**src/rtl/imem_loader.sv**
```systemverilog
// ---------------------------------------------------------------------------
// imem_loader
//
// Write-side companion to the instruction memory. A host or boot interface
// streams bytes over a valid/ready handshake. Every four bytes are packed
// into one big-endian 32-bit instruction word. The packed word is written
// to the instruction memory with a one-cycle strobe. Writes go to
// consecutive word addresses starting at 0.
//
// Optional feature: define IMEM_LOADER_CHECKSUM_EN to add a CHECK state.
// CHECK runs after the last word has been written. It accepts one extra
// byte and compares that byte against the XOR of all payload bytes. If the
// two differ, error is raised.
//
// Parameters:
//   DEPTH      number of instruction words in the target memory
//   LEN_W      width of load_len; must hold values 0..DEPTH
//
// Ports:
//   clk        rising-edge clock
//   rst_n      asynchronous active-low reset
//   start      pulse; begins a load of load_len words (ignored while busy)
//   load_len   number of words to load, sampled when start is accepted
//   byte_in    stream byte
//   byte_valid byte_in valid
//   byte_ready loader can accept a byte
//   mem_we     one-cycle write strobe per word
//   mem_addr   word address (index into memory array, not byte address)
//   mem_wdata  assembled instruction word
//   busy       load in progress
//   done       one-cycle pulse at end of load
//   error      sticky error flag, cleared by the next accepted start
// ---------------------------------------------------------------------------
module imem_loader #(
   parameter int DEPTH = 1024,
   parameter int LEN_W = 11
) (
   input  logic             clk,
   input  logic             rst_n,
   input  logic             start,
   input  logic [LEN_W-1:0] load_len,
   input  logic [7:0]       byte_in,
   input  logic             byte_valid,
   output logic             byte_ready,
   output logic             mem_we,
   output logic [31:0]      mem_addr,
   output logic [31:0]      mem_wdata,
   output logic             busy,
   output logic             done,
   output logic             error
);

   typedef enum logic [2:0] {
      IDLE,
      RECV,
      WRITE,
      DONE
`ifdef IMEM_LOADER_CHECKSUM_EN
      , CHECK
`endif
   } state_t;

   state_t           state_q, state_d;
   logic [1:0]       byteCnt_q, byteCnt_d;
   logic [23:0]      shift_q, shift_d;
   logic [LEN_W-1:0] wordCnt_q, wordCnt_d;
   logic [LEN_W-1:0] len_q, len_d;
   logic [31:0]      memAddr_q, memAddr_d;
   logic [31:0]      memWdata_q, memWdata_d;
   logic             error_q, error_d;
   logic [LEN_W-1:0] wordCntInc;
   logic             byteAccept;
`ifdef IMEM_LOADER_CHECKSUM_EN
   logic [7:0]       xor_q, xor_d;
`endif

   assign wordCntInc = wordCnt_q + LEN_W'(1);
   assign byteAccept = byte_valid && byte_ready;

   assign mem_addr   = memAddr_q;
   assign mem_wdata  = memWdata_q;
   assign error      = error_q;

   // State and datapath registers. Reset clears any partially assembled
   // word. Reset does not affect words already written to memory.
   always_ff @(posedge clk or negedge rst_n) begin
      if (!rst_n) begin
         state_q    <= IDLE;
         byteCnt_q  <= '0;
         shift_q    <= '0;
         wordCnt_q  <= '0;
         len_q      <= '0;
         memAddr_q  <= '0;
         memWdata_q <= '0;
         error_q    <= 1'b0;
`ifdef IMEM_LOADER_CHECKSUM_EN
         xor_q      <= '0;
`endif
      end else begin
         state_q    <= state_d;
         byteCnt_q  <= byteCnt_d;
         shift_q    <= shift_d;
         wordCnt_q  <= wordCnt_d;
         len_q      <= len_d;
         memAddr_q  <= memAddr_d;
         memWdata_q <= memWdata_d;
         error_q    <= error_d;
`ifdef IMEM_LOADER_CHECKSUM_EN
         xor_q      <= xor_d;
`endif
      end
   end

   // Next-state and output decode. The first three bytes of a word are
   // held in shift_q. mem_wdata is only updated on the 4th byte, so it
   // keeps its previous value until the next WRITE cycle.
   always_comb begin
      state_d    = state_q;
      byteCnt_d  = byteCnt_q;
      shift_d    = shift_q;
      wordCnt_d  = wordCnt_q;
      len_d      = len_q;
      memAddr_d  = memAddr_q;
      memWdata_d = memWdata_q;
      error_d    = error_q;
`ifdef IMEM_LOADER_CHECKSUM_EN
      xor_d      = xor_q;
`endif
      byte_ready = 1'b0;
      mem_we     = 1'b0;
      busy       = 1'b0;
      done       = 1'b0;

      unique case (state_q)
         IDLE: begin
            if (start) begin
               len_d     = load_len;
               error_d   = 1'b0;
               memAddr_d = '0;
               wordCnt_d = '0;
               byteCnt_d = '0;
`ifdef IMEM_LOADER_CHECKSUM_EN
               xor_d     = '0;
`endif
               if (load_len == '0) begin
                  state_d = DONE;
               end else if (32'(load_len) > 32'(DEPTH)) begin
                  error_d = 1'b1;
                  state_d = DONE;
               end else begin
                  state_d = RECV;
               end
            end
         end

         RECV: begin
            byte_ready = 1'b1;
            busy       = 1'b1;
            if (byteAccept) begin
`ifdef IMEM_LOADER_CHECKSUM_EN
               xor_d = xor_q ^ byte_in;
`endif
               byteCnt_d = byteCnt_q + 2'd1;
               if (byteCnt_q == 2'd3) begin
                  memWdata_d = {shift_q, byte_in};
                  state_d    = WRITE;
               end else begin
                  shift_d = {shift_q[15:0], byte_in};
               end
            end
         end

         WRITE: begin
            mem_we    = 1'b1;
            busy      = 1'b1;
            memAddr_d = memAddr_q + 32'd1;
            wordCnt_d = wordCntInc;
            if (wordCntInc == len_q) begin
`ifdef IMEM_LOADER_CHECKSUM_EN
               state_d = CHECK;
`else
               state_d = DONE;
`endif
            end else begin
               state_d = RECV;
            end
         end

`ifdef IMEM_LOADER_CHECKSUM_EN
         // Trailing checksum byte: it must equal the XOR of every
         // payload byte in this load.
         CHECK: begin
            byte_ready = 1'b1;
            busy       = 1'b1;
            if (byteAccept) begin
               if (byte_in != xor_q) begin
                  error_d = 1'b1;
               end
               state_d = DONE;
            end
         end
`endif

         DONE: begin
            done    = 1'b1;
            state_d = IDLE;
         end

         default: begin
            state_d = IDLE;
         end
      endcase
   end

endmodule

```
**config.mk**
```make
export PLATFORM = sky130hd
export DESIGN_NAME = imem_loader
export DESIGN_NICKNAME = d
export VERILOG_FILES = /design/src/rtl/imem_loader.sv
export SDC_FILE = /design/constraint.sdc
export NUM_CORES = 1
export LEC_CHECK = 0
export ABC_AREA = 1
export BUFFER_PORTS_ARGS = -buffer_cell sky130_fd_sc_hd__buf_2
export CORE_MARGIN = 2
export CORE_UTILIZATION = 57
export CTS_CLUSTER_DIAMETER = 120
export DETAILED_ROUTE_END_ITERATION = 8
export GPL_TIMING_DRIVEN = 0
export PLACE_DENSITY = 0.78
export SLEW_MARGIN = 20
export SYNTH_ARGS = -nofsm -noshare
export SYNTH_HDL_FRONTEND = slang
export SYNTH_SLANG_ARGS = --single-unit
```
**constraint.sdc**
```tcl
create_clock -name clk -period 2.4 [get_ports clk]
set_clock_uncertainty 0.1 [all_clocks]
set_input_delay 0.12 -clock clk [delete_from_list [all_inputs] [get_ports clk]]
set_output_delay 0.12 -clock clk [all_outputs]
set_load 0.02 [all_outputs]
```
==> qor.yml, run 1 <==
timing:
  timing.fmax_mhz: 450
  worstMarginPinSlew_ns: 0.556
  worst_slack_ns: 0.176
  drv_slew: 0
  rsz0062_at_grt: "yes"
  finalSetupViolCount: 0
  holdWs_ns: 0.0471
  fin_setup_tns_ns: 0
  relSlewSlack_pct: 62.9
  period_share_pct: 92.7
  hold_viol_final: 0
  fin_crit_ns: 2.22
die:
  num_rows: 36
  die_height_um: 103
  fp.dieW_um: 103
  dieArea_mm2: 0.0107
  start_util_pct: 58.0
  coreArea_mm2: 0.00968
  io_pins: 92
global_route:
  overflow: 0
  grt_max_degree: 59
  grt_usage_pct: 28.7
  grt_pass1_vias: 5046
  grt_pass1_wl_mm: 23.5
  antenna_found_initial: 0
worst_setup_path:
  cp_num_buf_inv: 1
  arrival_ns: 2.53
  worstSetupStartpointType: "register"
  required_ns: 2.71
  path_cells: "inv_1 > ha_2 > nor2_1 > nor2_4 > nand3_4 > nor2_4 > nand2_4 > nor3_2 > and3b_1 > nor2_1"
  cp_slowest_cell: "dfrtp_1"
  critical_path.max_fanout: 6
  critPathCaptureType: "register"
  crit_family: "simple AND/OR/NAND/NOR gates"
  path_class: "reg -> reg"
  cpPeakStageDelay_ns: 0.41
finish:
  fin_cells: 961
  syn_to_final_growth_pct: 26.1
  final_cell_area_mm2: 0.00708
  nets: 845
  drive_gt1_share_pct: 20.9
  nFillCells: 725
  antenna_cells: 0
logic_synthesis:
  netlist_top_cells_area: "dfrtp_1 (51%), nand2_1 (11%), o21ai_0 (7.1%)"
  synth_top_family_by_area: "simple AND/OR/NAND/NOR gates"
  yosys_most_used_dff: "dfrtp_1"
  yosys_register_bits: 115
  post-synth-top-count-cell: "nand2_1"
  async_flop_share_pct: 100
  yosys-top-cells-count: "nand2_1 (164), dfrtp_1 (115), inv_1 (87), o21ai_0 (80), nor2_1 (48)"
  synth_edf_count: 0
  synth_compound_area_share_pct: 11.2
  yosys_warnings: 0
  synthCells: 681
  ys_types: 43
  synth_top_area_share_pct: 51.2
  synthSimpleGateAreaFrac_pct: 26.1
  synth_fa_ha_area_share_pct: 1.56
  syn_nets: 711
  synthXorXnorAreaFrac_pct: 0.468
  synthMuxAreaShare_pct: 1.60
  synth_top_cell_by_area: "dfrtp_1"
  syn_area_mm2: 0.00562
  synth.avg_cell_area_um2: 8.25
  yosysSeqAreaShare_pct: 51.2
power:
  clock_power_share_pct: 32.9
  powerDensity_mw_per_mm2: 1020
  worst_ir_drop_vdd_mv: 0.852
  intPower_mw: 4.58
  power_switching_mw: 2.68
  pwr-share-seq_pct: 38.2
  p_sw_share_pct: 36.9
  power_frac_comb_pct: 28.9
  p_leak_nw: 3.52
min_path:
  hp-class: "in -> async"
route:
  met1_length_mm: 5.90
  drtIter0Drc: 335
  dr.pass1.iters: 5
  antenna_left: 0
  wl_met2_mm: 7.12
  routed-wl-met3_um: 845
  drc: 0
  wl_per_cell_um: 14.8
  vias: 5184
  top_layer: "met4"
  vias_per_cell: 5.39
  drt-total-wl_mm: 14.2
place:
  dp_hpwl_mm: 9.63
  post-place-cells: 906
  placed_cell_area_mm2: 0.00627
  portBuffers: 91
  dpl_worst_slack_ns: 0.0131
  place.gp.congestion: 0.897
cts:
  htree_levels: 4
  cts_tree: "yes"
  clock_latency_ns: 0.52
  clockBufferDepth: 2
  cts_sinks: 115
  cts_root_buf: "clkbuf_8"
  clk_pin_slew_ns: 0.06
  numCtsBuffers: 17
run:
  maxCapViolCount: 0
run_status:
  status: "completed"
[registers in the layout (all words and copies together), names as in the netlist]
name,flops
mem_addr,32
mem_wdata,32
byteCnt_q,2
len_q,11
state_q,2
wordCnt_q,11
error,1
shift_q,24
[placed cells by master, fill, tap and decap left out, types with 4 or more instances in the layout]
cell type / netlist / routed
nand2_1: 164 / 164
clkinvlp_4: 0 / 5
clkbuf_16: 0 / 16
nand3_1: 42 / 42
nor2_4: 4 / 5
buf_2: 4 / 94
nand4_1: 11 / 11
nand3b_1: 4 / 4
ha_1: 7 / 6
clkbuf_1: 12 / 12
clkinv_4: 1 / 5
mux2_2: 8 / 8
dlygate4sd3_1: 0 / 23
nor3_1: 16 / 16
inv_1: 87 / 87
dfrtp_1: 115 / 115
nor2_2: 5 / 4
nor2_1: 48 / 48
inv_2: 5 / 5
nand2_2: 5 / 5
a21oi_1: 21 / 21
nor3_2: 4 / 4
o21ai_0: 80 / 80
o22ai_1: 6 / 6
[metal layers]
metal	vias up	GRT usage [%]
met2	180	48.1
met1	2486	35.5
met3	36	7.66
li1	2482	-
met5	-	0
met4	0	11.4
[timing repair]
action                                 CTS  global route
gates resized for setup                  0             3
buffers inserted                         0             0
hold buffers                            23             0
setup endpoints to repair                0            22
endpoints found under the hold margin  147             0
[area by class of cell]
cell class / count / area [µm²] / area share [%]
timing repair buffer: 115 / 719 / 10.2
buffer: 18 / 76.3 / 1.08
clock inverter: 13 / 126 / 1.78
sequential: 115 / 2880 / 40.6
multi-input combinational: 452 / 2300 / 32.5
clock buffer: 19 / 442 / 6.24
tap: 133 / 166 / 2.35
inverter: 96 / 370 / 5.23
[cells by family after synthesis]
group | after synthesis
buffers and inverters | 114
DFF | 115
xor gates and xnor gates | 3
and+or+nand+nor | 315
AOI/OAI and AO/OA | 119
muxes | 8
adders and majority gates | 7
[path summary, 6_finish.rpt]
check / start / to / slack, ns / cells past startpoint
worst max-delay path: state_q[0]$_DFFE_PN0P_ / mem_addr[26]$_DFFE_PN0P_ / 0.18 / 10
worst min-delay path: rst_n / mem_addr[24]$_DFFE_PN0P_ / 0.05 / 2
worst max register to register: state_q[0]$_DFFE_PN0P_ / mem_addr[26]$_DFFE_PN0P_ / 0.18 / 10
worst min register to register: mem_wdata[11]$_DFFE_PN0P_ / mem_wdata[11]$_DFFE_PN0P_ / 0.38 / 2
max in group asynchronous: rst_n / mem_wdata[9]$_DFFE_PN0P_ / 1.49 / 3
min in group clk: load_len[5] / len_q[5]$_DFFE_PN0P_ / 0.25 / 4
[power groups by stage]
stage                     sequential [mW]  combinational [mW]  clock, mW
after floorplan                      2.95                1.12          0
after global placement               2.75                1.94          0
after detailed placement             2.78                2.02          0
after CTS                            2.76                2.08       2.41
after global routing                 2.83                2.35       2.51
final                                2.77                2.10       2.39
[per-stage QoR]
step,util (%),power [mW]
global placement,64.4,4.69
CTS,73.0,7.25
finish,73.1,7.26
global route,73.1,7.69
floorplan,-,4.08
detailed placement,64.8,4.79
(Power assumes the default switching activity.)
==> run 2: changes to the inputs <==
CORE_UTILIZATION = 50   (was 57)
PLACE_DENSITY = 0.7   (was 0.78)
RECOVER_POWER = 100   (was unset)
REMOVE_ABC_BUFFERS = 1   (was unset)
==> qor.yml, run 2 (synthesized netlist as in run 1, its figures left out) <==
route:
  wl_per_cell_um: 13.6  # -8.1%
  drc: 0  # unchanged
  vias: 4924  # -5.0%
  vias_per_cell: 5.17  # -4.2%
  drtIter0Drc: 304  # -9.3%
  dr.pass1.iters: 5  # unchanged
  antenna_left: 0  # unchanged
  drt-total-wl_mm: 13.0  # -8.9%
worst_setup_path:
  cpPeakStageDelay_ns: 0.42  # about the same
  crit_family: "simple AND/OR/NAND/NOR gates"
  arrival_ns: 2.57  # +0.04 ns
  required_ns: 2.75  # +0.04 ns
  path_class: "reg -> reg"
  critPathCaptureType: "register"
  worstSetupStartpointType: "register"
  path_cells: "inv_1 > ha_1 > inv_1 > nor2_1 > nor2_4 > nand2_2 > inv_2 > nand2_1 > nor2_2 > inv_2 > nor2_4 > nand3_1 > nand2_1 > a21oi_1"
  cp_num_buf_inv: 4  # +3
  cp_slowest_cell: "nor2_1"
  critical_path.max_fanout: 5  # -1
run:
  maxCapViolCount: 0  # unchanged
place:
  portBuffers: 91  # unchanged
  dp_hpwl_mm: 8.72  # -9.4%
  post-place-cells: 896  # -1.1%
  place.gp.congestion: 0.885  # -1.3%
  placed_cell_area_mm2: 0.00624  # -0.60%
  dpl_worst_slack_ns: -0.221  # -0.234 ns
power:
  powerDensity_mw_per_mm2: 1010  # -1.8%
  p_leak_nw: 3.24  # -8.1%
  worst_ir_drop_vdd_mv: 0.635  # -25%
global_route:
  gr-usage-met1_pct: 30.1  # -5.5 points
  use_met2_pct: 36.2  # -12 points
  overflow: 0  # unchanged
  grt_pass1_vias: 4644  # -8.0%
  grt.met3_usage_pct: 7.05  # -0.61 points
  grt_usage_pct: 23.2  # -5.5 points
  antenna_found_initial: 0  # unchanged
  grt-busiest-layer: "met2"
  grt_pass1_wl_mm: 21.6  # -8.0%
  grt_max_degree: 68  # +15%
timing:
  timing.fmax_mhz: 449  # about the same
  drv_slew: 0  # unchanged
  hold_viol_final: 0  # unchanged
  fin_crit_ns: 2.23  # +0.00217 ns
  relSlewSlack_pct: 14.3  # -49 points
  worstMarginPinSlew_ns: 1.29  # +0.729 ns
  finalSetupViolCount: 0  # unchanged
  worst_slack_ns: 0.173  # -0.00217 ns
  period_share_pct: 92.8  # about the same
die:
  num_rows: 38  # +5.6%
  coreArea_mm2: 0.0109  # +12%
  die_height_um: 110  # +6.5%
  start_util_pct: 51.6  # -6.4 points
  fp.dieW_um: 110  # +6.5%
  io_pins: 92  # unchanged
  dieArea_mm2: 0.0121  # +13%
cts:
  clk_pin_slew_ns: 0.05  # about the same
  numCtsBuffers: 17  # unchanged
  htree_levels: 4  # unchanged
  cts_root_buf: "clkbuf_8"
  clockBufferDepth: 2  # unchanged
  cts_tree: "yes"
  clock_latency_ns: 0.52  # about the same
  cts_sinks: 115  # unchanged
finish:
  nets: 832  # -1.5%
  nFillCells: 962  # +33%
  final_cell_mix: "nand2_1 (163), dfrtp_1 (115), inv_1 (87), o21ai_0 (80), clkbuf_1 (70)"
  final_common_cell: "nand2_1"
  drive_gt1_share_pct: 12.7  # -8.2 points
  syn_to_final_growth_pct: 23.7
  fin_cells: 953  # -0.83%
  final_cell_area_mm2: 0.00695  # -1.9%
  regArea_mm2: 0.00288  # unchanged
  antenna_cells: 0  # unchanged
  multi_input_area_mm2: 0.00232  # +0.81%
run_status:
  status: "completed"
min_path:
  hp-class: "in -> reg"
run 2: changes by cell type in the layout (fill, tap and decap cells not counted), sizes merged, moves of 3 or more:
cell      change
clkbuf       +63
clkinvlp      -5
inv           -3
buf          -70
run 2: metrics by stage:
stage | util, % | total power, mW | TNS [ns] | hold WS (ns)
final | 63.8 | 6.99 | 0 | 0.268
after global routing | 63.8 | 7.48 | -0.0279 | 0.286
after CTS | 64.4 | 7.06 | 0 | 0.0133
after detailed placement | 57.3 | 4.71 | -3.24 | -0.00162
after global placement | 56.7 | 4.62 | -34.02 | 0.240
after floorplan | - | 4.03 | 0 | -0.276
run 2: path summary, 6_finish.rpt:
path,startpoint,endpoint,slack (ns),depth (start not counted)
worst max register to register,state_q[0]$_DFFE_PN0P_,mem_addr[15]$_DFFE_PN0P_,0.17,14
min in group asynchronous,rst_n,wordCnt_q[3]$_DFFE_PN0P_,0.31,2
worst max-delay path,state_q[0]$_DFFE_PN0P_,mem_addr[15]$_DFFE_PN0P_,0.17,14
max in group asynchronous,rst_n,mem_wdata[15]$_DFFE_PN0P_,0.98,3
worst min register to register,shift_q[23]$_DFFE_PN0P_,shift_q[23]$_DFFE_PN0P_,0.38,2
worst min-delay path,load_len[4],len_q[4]$_DFFE_PN0P_,0.27,4
run 2: cell type report:
class | instances | share of cell area (%)
clock inverter | 5 | 0.360
inverter | 96 | 5.29
clock buffer | 25 | 7.26
timing repair buffer | 119 | 9.72
tap | 140 | 2.52
sequential | 115 | 41.4
multi-input combinational | 453 | 33.4
run 2: where the power goes:
group          total, mW  leakage, nW  switching [mW]  internal, mW
clock network       2.23        0.269           0.818          1.41
registers           2.74         1.54           0.300          2.44
logic               2.02         1.43            1.37         0.657
total               6.99         3.24            2.48          4.51
run 2: what timing repair did:
action,4_1_cts,5_1_grt
cloned,1,0
gates resized for setup,1,3
hold endpoints to repair,146,0
pin swaps,1,1
buffers inserted,2,2
setup endpoints to repair,24,23
hold buffers,22,0
run 2: tightest hold or removal path, delay by kind of cell:
family | cells | cell delay (ns)
simple gates | 1 | 0.04
compound gates | 1 | 0.06
buf+inv | 2 | 0.63
run 2: per-layer routing:
layer  vias up  part of all wire (%)
li1       2459                     -
met4         0                   1.9
met1      2303                    45
met5         -                     0
met3        24                   5.9
met2       138                    47
==> run 3: changes to the inputs <==
PLACE_DENSITY = 0.73   (was 0.7)
clock period = 1.8 ns   (was 2.4 ns; I/O delays follow)
==> qor.yml, run 3 (synthesized netlist as in run 1, its figures left out) <==
route:
  wl_per_cell_um: 15.0  # +10%
  drtIter0Drc: 310  # +2.0%
  dr.pass1.iters: 5  # unchanged
  drt-total-wl_mm: 14.7  # +13%
  drc: 0  # unchanged
  vias: 5226  # +6.1%
  antenna_left: 0  # unchanged
  vias_per_cell: 5.33  # +3.1%
finish:
  final_common_cell: "nand2_1"
  antenna_cells: 0  # unchanged
  drive_gt1_share_pct: 23.7  # +11 points
  final_util_pct: 70.2  # +6.4 points
  final_cell_area_mm2: 0.00765  # +10%
  nFillCells: 824  # -14%
  fin_cells: 981  # +2.9%
  syn_to_final_growth_pct: 36.1
  nets: 858  # +3.1%
  final_cell_mix: "nand2_1 (153), dfrtp_1 (113), inv_1 (80), o21ai_0 (75), clkbuf_1 (51)"
timing:
  rsz0062_at_grt: "yes"
  timing.fmax_mhz: 494  # +10%
  relSlewSlack_pct: 30.7  # +16 points
  hold_viol_final: 0  # unchanged
  finalSetupViolCount: 17  # +17
  fin_crit_ns: 2.02  # -0.203 ns
  fin_setup_tns_ns: -1.55  # -1.55 ns
  drv_slew: 0  # unchanged
  worst_slack_ns: -0.224  # -0.397 ns
  worstMarginPinSlew_ns: 1.04  # -0.246 ns
  holdWs_ns: 0.241  # -0.0268 ns
  period_share_pct: 112  # +20 points
min_path:
  hp-class: "in -> reg"
global_route:
  grt_pass1_wl_mm: 23.4  # +8.3%
  grt_max_degree: 73  # +7.4%
  grt_pass1_vias: 4995  # +7.6%
  overflow: 0  # unchanged
  grt_usage_pct: 25.2  # +2.0 points
  antenna_found_initial: 0  # unchanged
worst_setup_path:
  required_ns: 2.10  # -0.65 ns
  critPathCaptureType: "register"
  path_cells: "nand2_2 > nor3_4 > inv_2 > nor2_1 > nand2_4 > nor2_4 > inv_2 > nor2_4 > nand3_2 > nand2_1 > a21oi_1"
  cpPeakStageDelay_ns: 0.44  # +0.02 ns
  critical_path.max_fanout: 5  # unchanged
  arrival_ns: 2.33  # -0.24 ns
  worstSetupStartpointType: "register"
  cp_slowest_cell: "dfrtp_1"
  path_class: "reg -> reg"
place:
  dp_hpwl_mm: 8.78  # +0.65%
  post-place-cells: 896  # unchanged
  portBuffers: 91  # unchanged
  placed_cell_area_mm2: 0.00623  # -0.12%
  dpl_worst_slack_ns: -0.791  # -0.570 ns
  place.gp.congestion: 0.903  # +2.0%
run_status:
  violations: "negative setup slack"
  status: "complete, but fails checks"
cts:
  cts_tree: "yes"
  cts_root_buf: "clkbuf_8"
  numCtsBuffers: 17  # unchanged
  cts_sinks: 115  # unchanged
  clock_latency_ns: 0.52  # about the same
  htree_levels: 4  # unchanged
  clk_pin_slew_ns: 0.05  # about the same
  clockBufferDepth: 2  # unchanged
die:
  fp.dieW_um: 110  # unchanged
  io_pins: 92  # unchanged
  die_height_um: 110  # unchanged
  dieArea_mm2: 0.0121  # unchanged
  start_util_pct: 51.6  # unchanged
  coreArea_mm2: 0.0109  # unchanged
  num_rows: 38  # unchanged
power:
  p_leak_nw: 3.69  # +14%
  total_power_mw: 10.5  # +50%
  worst_ir_drop_vdd_mv: 0.971  # +53%
  powerDensity_mw_per_mm2: 1370  # +36%
run:
  maxCapViolCount: 0  # unchanged
run 3: changes by cell type in the layout (fill, tap and decap cells not counted), moves of 7 or more:
cell / previous run / this run
nand2_1: 163 / 153
buf_2: 22 / 42
inv_1: 87 / 80
clkbuf_1: 70 / 51
nor2_1: 48 / 37
buf_4: 4 / 22
nor2_4: 5 / 12
run 3: power breakdown:
group          switching (mW)  internal [mW]  leakage (nW)
logic                    2.01           1.14          1.83
registers               0.400           3.25          1.54
clock network            1.16           2.53         0.322
total                    3.57           6.92          3.69
run 3: area by class of cell:
class                   instances  area, µm²  share of cell area, %
inverters                      96        380                   4.97
clock buffers                  23        477                   6.23
clock inverters                 9        174                   2.27
flip-flops and latches        115       2880                   37.7
multi-input cells             453       2590                   33.9
repair buffers                145        967                   12.6
well taps                     140        175                   2.29
run 3: path summary, 6_finish.rpt:
kind / start / endpoint / slack [ns] / cells after the start
max: mem_addr[5]$_DFFE_PN0P_ / mem_addr[15]$_DFFE_PN0P_ / -0.22 / 11
min: load_len[3] / len_q[3]$_DFFE_PN0P_ / 0.24 / 4
max reg2reg: mem_addr[5]$_DFFE_PN0P_ / mem_addr[15]$_DFFE_PN0P_ / -0.22 / 11
min reg2reg: shift_q[10]$_DFFE_PN0P_ / shift_q[10]$_DFFE_PN0P_ / 0.38 / 2
max in group asynchronous: rst_n / mem_wdata[26]$_DFFE_PN0P_ / 0 / 4
min in group asynchronous: rst_n / wordCnt_q[2]$_DFFE_PN0P_ / 0.72 / 3
run 3: repair_timing:
action | 4_1_cts | 5_1_grt
endpoints found under the setup margin | 78 | 69
hold buffers | 22 | 1
gates resized for setup | 34 | 61
buffers inserted | 15 | 12
pin swaps | 14 | 21
cloned | 3 | 0
endpoints found under the hold margin | 147 | 3
run 3: critical path: cells and delay by family (launching register included):
family,cells,cell delay (ns)
AND/OR/NAND/NOR,8,1.17
flip-flops,1,0.44
buffers and inverters,2,0.16
AO/OA/AOI/OAI,1,0.04
run 3: routing by layer:
metal	share of wire (%)	routed length (µm)	global-route usage, %
met1	40	5850	31.0
met2	51	7430	40.6
met3	7.0	1030	7.82
met4	2.5	368	11.5
met5	0	0	0
